==> config.mk <==
export PLATFORM = sky130hd
export DESIGN_NAME = memory2_load_return_flat
export DESIGN_NICKNAME = d
export VERILOG_FILES = /design/src/rtl/memory2_load_return_if.sv /design/src/rtl/memory2_load_return.sv /design/src/flat_wrapper.sv
export SDC_FILE = /design/constraint.sdc
export NUM_CORES = 1
export LEC_CHECK = 0
export BUFFER_PORTS_ARGS = -buffer_cell sky130_fd_sc_hd__buf_2
export CORE_ASPECT_RATIO = 1.5
export CORE_MARGIN = 5
export CORE_UTILIZATION = 50
export CTS_CLUSTER_SIZE = 20
export DETAILED_ROUTE_END_ITERATION = 8
export PLACE_DENSITY = 0.91
export SETUP_SLACK_MARGIN = 0.2
export SYNTH_ARGS = -nofsm -noshare
export SYNTH_HDL_FRONTEND = slang
export SYNTH_SLANG_ARGS = --single-unit
==> constraint.sdc <==
create_clock -name clk -period 1.45 [get_ports clk]
set_input_delay 0.0725 -clock clk [delete_from_list [all_inputs] [get_ports clk]]
set_output_delay 0.0725 -clock clk [all_outputs]
set_load 0.005 [all_outputs]
==> src/rtl/memory2_load_return_if.sv <==
// Bundle for the second memory stage: pipeline/BRAM inputs and write-back outputs.
// The stage itself uses the slave modport; the driving side uses master.
interface memory2_load_return_if;
    logic        memory2_used;
    logic [63:0] inst;
    logic [63:0] doutb;
    logic [63:0] alu_result;
    logic        memory2_stall;
    logic        flush;
    logic        writeback_used;
    logic [63:0] inst_to_the_next;
    logic [63:0] wb_data;
    logic [1:0]  wb_we;
    logic [9:0]  wb_rd;

    modport master (
        output memory2_used, inst, doutb, alu_result, memory2_stall, flush,
        input  writeback_used, inst_to_the_next, wb_data, wb_we, wb_rd
    );

    modport slave (
        input  memory2_used, inst, doutb, alu_result, memory2_stall, flush,
        output writeback_used, inst_to_the_next, wb_data, wb_we, wb_rd
    );
endinterface

==> src/rtl/memory2_load_return.sv <==
// Second memory stage: aligns BRAM read data with its instruction pair and builds
// per-lane write-back data/enables, holding the read word across downstream stalls.
module memory2_load_return #(
    parameter logic [5:0]  OP_LOAD    = 6'h23,
    parameter logic [63:0] OP_WB_MASK = 64'h0
) (
    input logic                 clk,
    input logic                 rstn,
    memory2_load_return_if.slave bus
);

    typedef enum logic [0:0] {StPass, StHold} state_e;

    state_e      state_q;
    logic [63:0] hold_data_q;
    logic        writeback_used_q;
    logic [63:0] inst_to_the_next_q;
    logic [63:0] wb_data_q;
    logic [1:0]  wb_we_q;
    logic [9:0]  wb_rd_q;

    logic [63:0] src_data;
    logic [63:0] wb_data_d;
    logic [1:0]  wb_we_d;
    logic [9:0]  wb_rd_d;
    logic        valid_d;
    logic        update;

    assign valid_d = bus.memory2_used & ~bus.flush;
    assign update  = ~bus.memory2_stall | bus.flush;
    assign wb_rd_d = {bus.inst[57:53], bus.inst[25:21]};

    // BRAM data is only valid the cycle after its address, so HOLD replays the capture.
    assign src_data = (state_q == StHold) ? hold_data_q : bus.doutb;

    always_comb begin
        logic [5:0] op;
        logic [4:0] rd;
        logic       is_load;
        wb_data_d = '0;
        wb_we_d   = '0;
        op        = '0;
        rd        = '0;
        is_load   = 1'b0;
        for (int k = 0; k < 2; k++) begin
            op      = bus.inst[32*k+26 +: 6];
            rd      = bus.inst[32*k+21 +: 5];
            is_load = (op == OP_LOAD);
            wb_data_d[32*k +: 32] = is_load ? src_data[32*k +: 32]
                                            : bus.alu_result[32*k +: 32];
            wb_we_d[k] = (is_load | OP_WB_MASK[op]) & (rd != 5'd0) & valid_d;
        end
    end

    always_ff @(posedge clk) begin
        if (!rstn) begin
            state_q            <= StPass;
            hold_data_q        <= '0;
            writeback_used_q   <= 1'b0;
            inst_to_the_next_q <= '0;
            wb_data_q          <= '0;
            wb_we_q            <= '0;
            wb_rd_q            <= '0;
        end else begin
            if (bus.flush) begin
                state_q     <= StPass;
                hold_data_q <= '0;
            end else if (state_q == StPass) begin
                if (bus.memory2_used && bus.memory2_stall) begin
                    hold_data_q <= bus.doutb;
                    state_q     <= StHold;
                end
            end else if (!bus.memory2_stall) begin
                state_q <= StPass;
            end

            if (update) begin
                writeback_used_q   <= valid_d;
                inst_to_the_next_q <= bus.inst;
                wb_data_q          <= wb_data_d;
                wb_we_q            <= wb_we_d;
                wb_rd_q            <= wb_rd_d;
            end
        end
    end

    assign bus.writeback_used   = writeback_used_q;
    assign bus.inst_to_the_next = inst_to_the_next_q;
    assign bus.wb_data          = wb_data_q;
    assign bus.wb_we            = wb_we_q;
    assign bus.wb_rd            = wb_rd_q;

endmodule

==> src/flat_wrapper.sv <==
// flat-port wrapper written by rule: the top's interface ports become plain ports
module memory2_load_return_flat 
#(
    parameter logic [5:0]  OP_LOAD    = 6'h23,
    parameter logic [63:0] OP_WB_MASK = 64'h0
)
  (clk, rstn, bus_memory2_used, bus_inst, bus_doutb, bus_alu_result, bus_memory2_stall, bus_flush, bus_writeback_used, bus_inst_to_the_next, bus_wb_data, bus_wb_we, bus_wb_rd);
  memory2_load_return_if bus_i ();
  input logic clk;
  input logic rstn;
  input wire logic [$bits(bus_i.memory2_used)-1:0] bus_memory2_used;
  input wire logic [$bits(bus_i.inst)-1:0] bus_inst;
  input wire logic [$bits(bus_i.doutb)-1:0] bus_doutb;
  input wire logic [$bits(bus_i.alu_result)-1:0] bus_alu_result;
  input wire logic [$bits(bus_i.memory2_stall)-1:0] bus_memory2_stall;
  input wire logic [$bits(bus_i.flush)-1:0] bus_flush;
  output wire logic [$bits(bus_i.writeback_used)-1:0] bus_writeback_used;
  output wire logic [$bits(bus_i.inst_to_the_next)-1:0] bus_inst_to_the_next;
  output wire logic [$bits(bus_i.wb_data)-1:0] bus_wb_data;
  output wire logic [$bits(bus_i.wb_we)-1:0] bus_wb_we;
  output wire logic [$bits(bus_i.wb_rd)-1:0] bus_wb_rd;
  assign bus_i.memory2_used = bus_memory2_used;
  assign bus_i.inst = bus_inst;
  assign bus_i.doutb = bus_doutb;
  assign bus_i.alu_result = bus_alu_result;
  assign bus_i.memory2_stall = bus_memory2_stall;
  assign bus_i.flush = bus_flush;
  assign bus_writeback_used = bus_i.writeback_used;
  assign bus_inst_to_the_next = bus_i.inst_to_the_next;
  assign bus_wb_data = bus_i.wb_data;
  assign bus_wb_we = bus_i.wb_we;
  assign bus_wb_rd = bus_i.wb_rd;
  memory2_load_return #(.OP_LOAD(OP_LOAD), .OP_WB_MASK(OP_WB_MASK)) u_core (.clk(clk), .rstn(rstn), .bus(bus_i));
endmodule
==> results of run 1 <==
[critical path, stage by stage (launching register included)]
cell     delay, ps
dfxtp_4        380
and3b_2        330
buf_12         140
buf_12         140
nand2_1         90
a21oi_1        130
[layout make-up]
class	instances	area, sq um	area share [%]
antenna	2	5.00	0.0373
clock buffer	18	429	3.20
clock inverter	14	150	1.12
multi-input combinational	664	4570	34.1
sequential	196	3930	29.3
tap	217	272	2.02
timing repair buffer	555	4050	30.2
[through the flow]
stage / instances / hold slack [ps] / power (W) / setup slack, ps / util (%)
6_report: 1666 / 17.1 / 0.0128 / 170 / 75.4
5_1_grt: 1666 / 3.19 / 0.0133 / 91.9 / 75.4
4_1_cts: 1657 / 0.756 / 0.0126 / 217 / 74.0
3_5_place_dp: 1441 / 323 / 0.00765 / 83.6 / 60.4
3_3_place_gp: 1441 / 315 / 0.00759 / 146 / 60.4
2_1_floorplan: 977 / 208 / 0.00681 / 183 / -
[synth_stat cells, drive strengths merged, types with 2 or more instances]
cell type and number:
nand3 66, o311ai 64, nand2b 3, a21oi 64
mux2i 65, or4 2, o21ai 4, o2111ai 64
nand2 257, dfxtp 196, or2 3, buf 55
a21boi 64, clkbuf 62
[layer usage]
layer  wire [microns]  part of all wire, %  vias up  GRT usage, %
met2            18400                   49      912          58.0
li1                 -                    -     4439             -
met3             3620                  9.6      271          7.51
met5                0                    0        -             0
met1            12700                   34     4901          37.7
met4             3100                  8.2        0          21.3
[report_power, final]
part / internal (W) / switching, W
clock network: 0.00243 / 0.00222
registers: 0.00565 / 0.000182
logic: 0.00115 / 0.00120
[flip-flops by register name (all words and copies together), names as in the netlist]
register                     flops
u_core.state_q                   1
u_core.bus.wb_we                 2
u_core.bus.writeback_used        1
u_core.bus.wb_data              64
u_core.bus.wb_rd                 9
u_core.bus.inst_to_the_next     55
u_core.hold_data_q              64
[cells by family after synthesis]
group,count (synthesis)
buffers and inverters,117
and+or+nand+nor,338
muxes,65
AOI/OAI and AO/OA,261
DFF,196
[timing repair]
item / in CTS / in global routing
setup endpoints to repair: 39 / 61
gates cloned: 0 / 4
hold buffers: 184 / 0
setup buffers: 0 / 3
hold endpoints to repair: 185 / 0
pin swaps: 0 / 7
gates resized for setup: 1 / 35
[final timing paths]
check / startpoint / to / cells after the start
worst min register to register: u_core.bus.inst_to_the_next[35]$_SDFFE_PN0P_ / u_core.bus.inst_to_the_next[35]$_SDFFE_PN0P_ / 2
worst min-delay path: bus_alu_result[50] / u_core.bus.wb_data[50]$_SDFFE_PN0P_ / 3
worst max register to register: u_core.state_q$_SDFF_PP0_ / u_core.hold_data_q[63]$_SDFFE_PP0P_ / 5
worst max-delay path: u_core.state_q$_SDFF_PP0_ / u_core.hold_data_q[63]$_SDFFE_PP0P_ / 5
==> summary.md, run 1 <==
| Metric | Value |
|---|---|
| Run status | `finished, final reports clean` |
| GRT Total Usage | `around a third` |
| Skew-Pair Late Insertion Delay | `420 ps` |
| First-pass GRT wire length | `56.8 mm` |
| Hold crit path type | `input pin to flip-flop` |
| Pleak | `between 5 and 6 nW` |
| Syn_nets | `between 1000 and 1500` |
| Io pins | `approximately 340` |
| Actual slew at the worst max-slew pin | `between 600 and 700 ps` |
| Total wire length | `roughly 38 mm` |
| Commonest non-fill, non-tap cell in the layout | `buf_2` |
| Reg-to-reg slack, setup | `170 ps` |
| Vias in the first global route | `10400` |
| Max frequency | `between 700 and 800 MHz` |
| RSZ-0062 raised after global routing | `true` |
| Gpl congestion | `around 0.84` |
| CTS Buf Count | `17` |
| Detailed-route via count | `10500` |
| DR DRC count | `0` |
| Initial drt markers | `between 1000 and 1500` |
| Primary FF master, synth | `dfxtp_1` |
| DRT Pass-1 Iters | `9` |
| Area growth from synthesis to layout | `50.2%` |
| Unique masters post-synth | `29` |
| Crit Path Category | `flip-flop to flip-flop` |
| Synth Area in Simple Gates | `about 16%` |
| Die Height | `~170 microns` |
| Design area | `between 0.01 and 0.015 sq mm` |
| Fin. Hold Viols | `0` |
| Top post-synthesis cells by area | `dfxtp_1 44%, nand2_1 11%, o311ai_2 11%` |
| Core Region | `about 0.018 sq mm` |
| CP Capture Type | `flip-flop` |
| Clock Sinks | `196` |
| Fill cells | `around 1100` |
| Clk buf depth | `2` |
| Avg Cell Area, Syn | `9.14 sq um` |
| Crit path arrival time | `around 1600 ps` |
| Post-Synthesis Cell Area | `between 0.008 and 0.009 sq mm` |
| Chip Width | `119 microns` |
| H-tree levels | `4` |
| Worst vdd ir | `just under 0.0007 V` |
| I/O Buffers | `around 340` |
| Final min period | `~1300 ps` |
| Site Rows | `60` |
| Most frequent cells in the layout | `336 x buf_2, 251 x nand2_1, 195 x dfxtp_1` |
| Final #Nets | `1631` |
| Top cell type by total area after synthesis | `dfxtp_1` |
| Flop and latch count out of synthesis | `between 150 and 200` |
| Largest family of logic cells by synthesized area | `compound AO/OA/AOI/OAI gates` |
| Mux cell area share after synthesis | `under 10%` |
| Pwr Density | `~960 mW/mm^2` |
| Initial antenna violation count | `2` |
| GR Overflow Total | `0` |
| CTS Root Cell | `clkbuf_16` |
| Max cap viols | `0` |
| Critical path fanouts, max | `11` |
| Headroom to the max-slew limit | `58.2%` |
| Share of layout cells above drive strength 1 | `approximately a third` |
| Clock Skew | `17.6 ps` |
| Syn Inst Count | `roughly 1000` |
| CTS clk-pin slew, worst paths | `~70 ps` |
| Die area | `0.0207 sq mm` |
| Sequential share of the synthesized area | `44.0%` |
| Final period util | `about nine tenths` |
| Largest net degree at the start of global routing | `88` |
| Max Slew Vio Count | `0` |
| Number of synthesized flops with an enable pin | `0` |
| Complex-gate fraction of the synthesized area | `a little over a quarter` |
| Type of origin of the critical path | `flip-flop` |
| Post-DRT Antenna Nets | `0` |
| Post-DR vias/cell | `approximately 6.3` |
| Adder-Cell Fraction of Synth Area | `0%` |
| Req. time, crit path | `between 1500 and 2000 ps` |
| DR WL/cell | `22.7 microns` |
| Post-Route Setup TNS | `0 ps` |
| DP HPWL | `roughly 20 mm` |
| # setup viols final | `0` |
| Placed Area | `0.0107 sq mm` |
| Initial Utilization | `between 50% and 60%` |
| Post-Synth XOR/XNOR Area | `0%` |
| Top-area cell type share of the netlist area | `44.0%` |
| Synthesis Warnings | `0` |
| Async SR Flop Fraction | `0%` |
| CTS tree | `yes` |
(Power assumes the default switching activity.)
==> run 2, diff against run 1 <==
==> constraint.sdc (replaced) <==
create_clock -name clk -period 1.45 [get_ports clk]
set_input_delay 0.2175 -clock clk [delete_from_list [all_inputs] [get_ports clk]]
set_output_delay 0.2175 -clock clk [all_outputs]
set_load 0.005 [all_outputs]
==> summary.md, run 2 (synthesis results as in run 1) <==
| Metric | Value |
|---|---|
| Core Region | `0.0178 sq mm (unchanged)` |
| Commonest non-fill, non-tap cell in the layout | `buf_2 (unchanged)` |
| Die area | `0.0207 sq mm (unchanged)` |
| Largest net degree at the start of global routing | `84 (was 88)` |
| Max cap viols | `0 (unchanged)` |
| GRT Total Usage | `26.0% (was 33.9%)` |
| Chip Width | `119 microns (unchanged)` |
| Share of layout cells above drive strength 1 | `37.6% (was 33.8%)` |
| CP startpoint | `u_core.state_q$_SDFF_PP0_ (unchanged)` |
| Die Height | `174 microns (unchanged)` |
| Most frequent cells in the layout | `336 x buf_2, 256 x nand2_1, 195 x dfxtp_1 (was 336 x buf_2, 251 x nand2_1, 195 x dfxtp_1)` |
| H-tree levels | `4 (unchanged)` |
| Critical path fanouts, max | `29 (was 11)` |
| Site Rows | `60 (unchanged)` |
| Final WS setup | `211 ps (was 170 ps)` |
| Gate power share | `14.3% (was 18.3%)` |
| Io pins | `338 (unchanged)` |
| Setup WS pre-CTS | `-84.4 ps (was 83.6 ps)` |
| Crit Path Category | `flip-flop to flip-flop (unchanged)` |
| Pwr Density | `1080 mW/mm^2 (was 957 mW/mm^2)` |
| Met1 WL | `10.3 mm (was 12.7 mm)` |
| Highest routing layer actually used | `met5 (was met4)` |
| Initial antenna violation count | `11 (was 2)` |
| Run status | `finished, final reports clean (unchanged)` |
| Initial drt markers | `651 (was 1328)` |
| Max Slew Vio Count | `0 (unchanged)` |
| Gpl congestion | `0.843 (was 0.837)` |
| I/O Buffers | `337 (unchanged)` |
| Worst r2r src | `u_core.state_q$_SDFF_PP0_ (unchanged)` |
| Cell Int Power | `0.00917 W (was 0.00923 W)` |
| Hold WS | `23.6 ps (was 17.1 ps)` |
| DP HPWL | `20.2 mm (was 19.7 mm)` |
| Switch share | `27.1% (was 28.1%)` |
| Fill cells | `1356 (was 1056)` |
| Actual slew at the worst max-slew pin | `394 ps (was 627 ps)` |
| DRT Pass-1 Iters | `6 (was 9)` |
| Post-DRT Antenna Nets | `0 (unchanged)` |
| Initial Utilization | `50.2% (unchanged)` |
| Reg2reg end | `u_core.bus.wb_data[29]$_SDFFE_PN0P_ (was u_core.hold_data_q[63]$_SDFFE_PP0P_)` |
| Final min period | `1240 ps (was 1280 ps)` |
| WL met2 | `14.4 mm (was 18.4 mm)` |
| Delay-heaviest family, CP | `flip-flops (was simple AND/OR/NAND/NOR gates)` |
| CTS Buf Count | `17 (unchanged)` |
| RSZ-0062 raised after global routing | `true (unchanged)` |
| Detailed-route via count | `8735 (was 10500)` |
| # setup viols final | `0 (unchanged)` |
| Worst r2r path cells | `3 (was 5)` |
| Crit path arrival time | `1540 ps (was 1630 ps)` |
| DR WL met3 | `2.34 mm (was 3.62 mm)` |
| Post-CTS Hold Fix Bufs | `0 (was 184)` |
| GR Overflow Total | `0 (unchanged)` |
| Pleak | `4.81 nW (was 5.54 nW)` |
| First-pass GRT wire length | `43.9 mm (was 56.8 mm)` |
| Skew-Pair Late Insertion Delay | `430 ps (was 420 ps)` |
| CTS clk-pin slew, worst paths | `70 ps (about the same)` |
| Clock Sinks | `196 (unchanged)` |
| Area growth from synthesis to layout | `30.4% (was 50.2%)` |
| Worst vdd ir | `0.000678 V (was 0.000682 V)` |
| CP Capture Point | `u_core.bus.wb_data[29]$_SDFFE_PN0P_ (was u_core.hold_data_q[63]$_SDFFE_PP0P_)` |
| Hold crit path type | `input pin to flip-flop (unchanged)` |
| Vias in the first global route | `8496 (was 10400)` |
| Clk buf depth | `2 (unchanged)` |
| Storage element area | `0.00393 sq mm (unchanged)` |
| CTS Root Cell | `clkbuf_16 (unchanged)` |
| Type of origin of the critical path | `flip-flop (unchanged)` |
| Reg-to-reg slack, setup | `210 ps (was 170 ps)` |
| Worst path slowest cell | `dfxtp_4 (unchanged)` |
| Cell depth of the worst setup path | `3 (was 5)` |
| Total wire length | `28.3 mm (was 37.8 mm)` |
| Sw power | `0.00341 W (was 0.00360 W)` |
| Max frequency | `807 MHz (was 781 MHz)` |
| Sequential power share | `46.2% (was 45.5%)` |
| CTS tree | `yes (unchanged)` |
| DR DRC count | `0 (unchanged)` |
| Fin. Hold Viols | `0 (unchanged)` |
| Post-DR vias/cell | `5.84 (was 6.32)` |
| CP bufs+invs | `1 (was 2)` |
| DR WL/cell | `18.9 microns (was 22.7 microns)` |
| Clock power frac | `39.5% (was 36.2%)` |
| Req. time, crit path | `1750 ps (was 1800 ps)` |
| CP Capture Type | `flip-flop (unchanged)` |
| Crit path cell chain | `buf_12, mux2i_1, o311ai_2 (was and3b_2, buf_12, buf_12, nand2_1, a21oi_1)` |
| Headroom to the max-slew limit | `73.7% (was 58.2%)` |
| Final #Nets | `1453 (was 1631)` |
| Area taken by multi-input logic gates | `0.00448 sq mm (was 0.00457 sq mm)` |
| Slowest cell delay on critical path | `400 ps (was 380 ps)` |
| Final period util | `85.4% (was 88.3%)` |
| Clock Skew | `10.9 ps (was 17.6 ps)` |
==> run 2: cell count changes in the layout (fill, tap and decap cells not counted), sizes merged <==
cell and delta:
clkinvlp -3, inv +2, dlygate4sd3 -184, bufinv +1, diode +8, clkbuf -1
buf +7
==> run 2: metrics by stage <==
stage	TNS [ps]	cells	area (sq um)	util (%)	total power [W]
4_1_cts	0	1483	11600	65.0	0.0126
2_1_floorplan	0	977	8950	-	0.00681
5_1_grt	0	1494	11600	65.4	0.0130
3_5_place_dp	-456	1451	10900	61.5	0.00770
6_report	0	1496	11600	65.4	0.0126
3_3_place_gp	-105	1451	10900	61.5	0.00764
==> run 2: power by group through the flow <==
| stage | sequential (W) | clock (W) | combinational, W |
|---|---|---|---|
| 3_3_place_gp | 0.00591 | 0 | 0.00172 |
| 4_1_cts | 0.00580 | 0.00504 | 0.00178 |
| 2_1_floorplan | 0.00593 | 0 | 0.000886 |
| 5_1_grt | 0.00583 | 0.00527 | 0.00195 |
| 3_5_place_dp | 0.00592 | 0 | 0.00178 |
| 6_report | 0.00581 | 0.00497 | 0.00180 |
==> run 2: what timing repair did <==
item                                   CTS  global route
endpoints found under the hold margin    0             0
setup endpoints to repair                1            11
resized for setup                        1             2
buffers inserted                         0             2
cloned                                   0             1
==> run 2: metal layers <==
metal  global-route usage (%)  up-vias
met4                     14.6        4
met1                     29.1     4118
met5                        0        -
met2                     45.1      439
met3                     5.78       81
li1                         -     4093
==> run 2: tightest hold or removal path, delay by kind of cell <==
kind                   cells  cell delay, ps
AOI/OAI and AO/OA          1              50
and+or+nand+nor            1              40
buffers and inverters      1              90
==> run 2: worst min path at each step <==
stage | depth (start not counted) | slack (ps) | start | endpoint
floorplan | 2 | 350 | bus_doutb[0] | u_core.hold_data_q[0]$_SDFFE_PP0P_
global placement | 2 | 430 | u_core.bus.inst_to_the_next[35]$_SDFFE_PN0P_ | u_core.bus.inst_to_the_next[35]$_SDFFE_PN0P_
detailed placement | 2 | 440 | u_core.bus.inst_to_the_next[33]$_SDFFE_PN0P_ | u_core.bus.inst_to_the_next[33]$_SDFFE_PN0P_
CTS | 3 | 4 | bus_inst[40] | u_core.bus.inst_to_the_next[40]$_SDFFE_PN0P_
global route | 3 | 20 | bus_inst[37] | u_core.bus.inst_to_the_next[37]$_SDFFE_PN0P_
finish | 3 | 20 | bus_inst[40] | u_core.bus.inst_to_the_next[40]$_SDFFE_PN0P_
==> run 2: final cells by class <==
type                    count  share of cell area [%]
multi-input cells         664                    38.5
flip-flops and latches    196                    33.7
repair buffers            377                    19.9
clock buffers              18                    3.77
well taps                 217                    2.33
clock inverters            14                    1.61
diodes                     10                   0.215
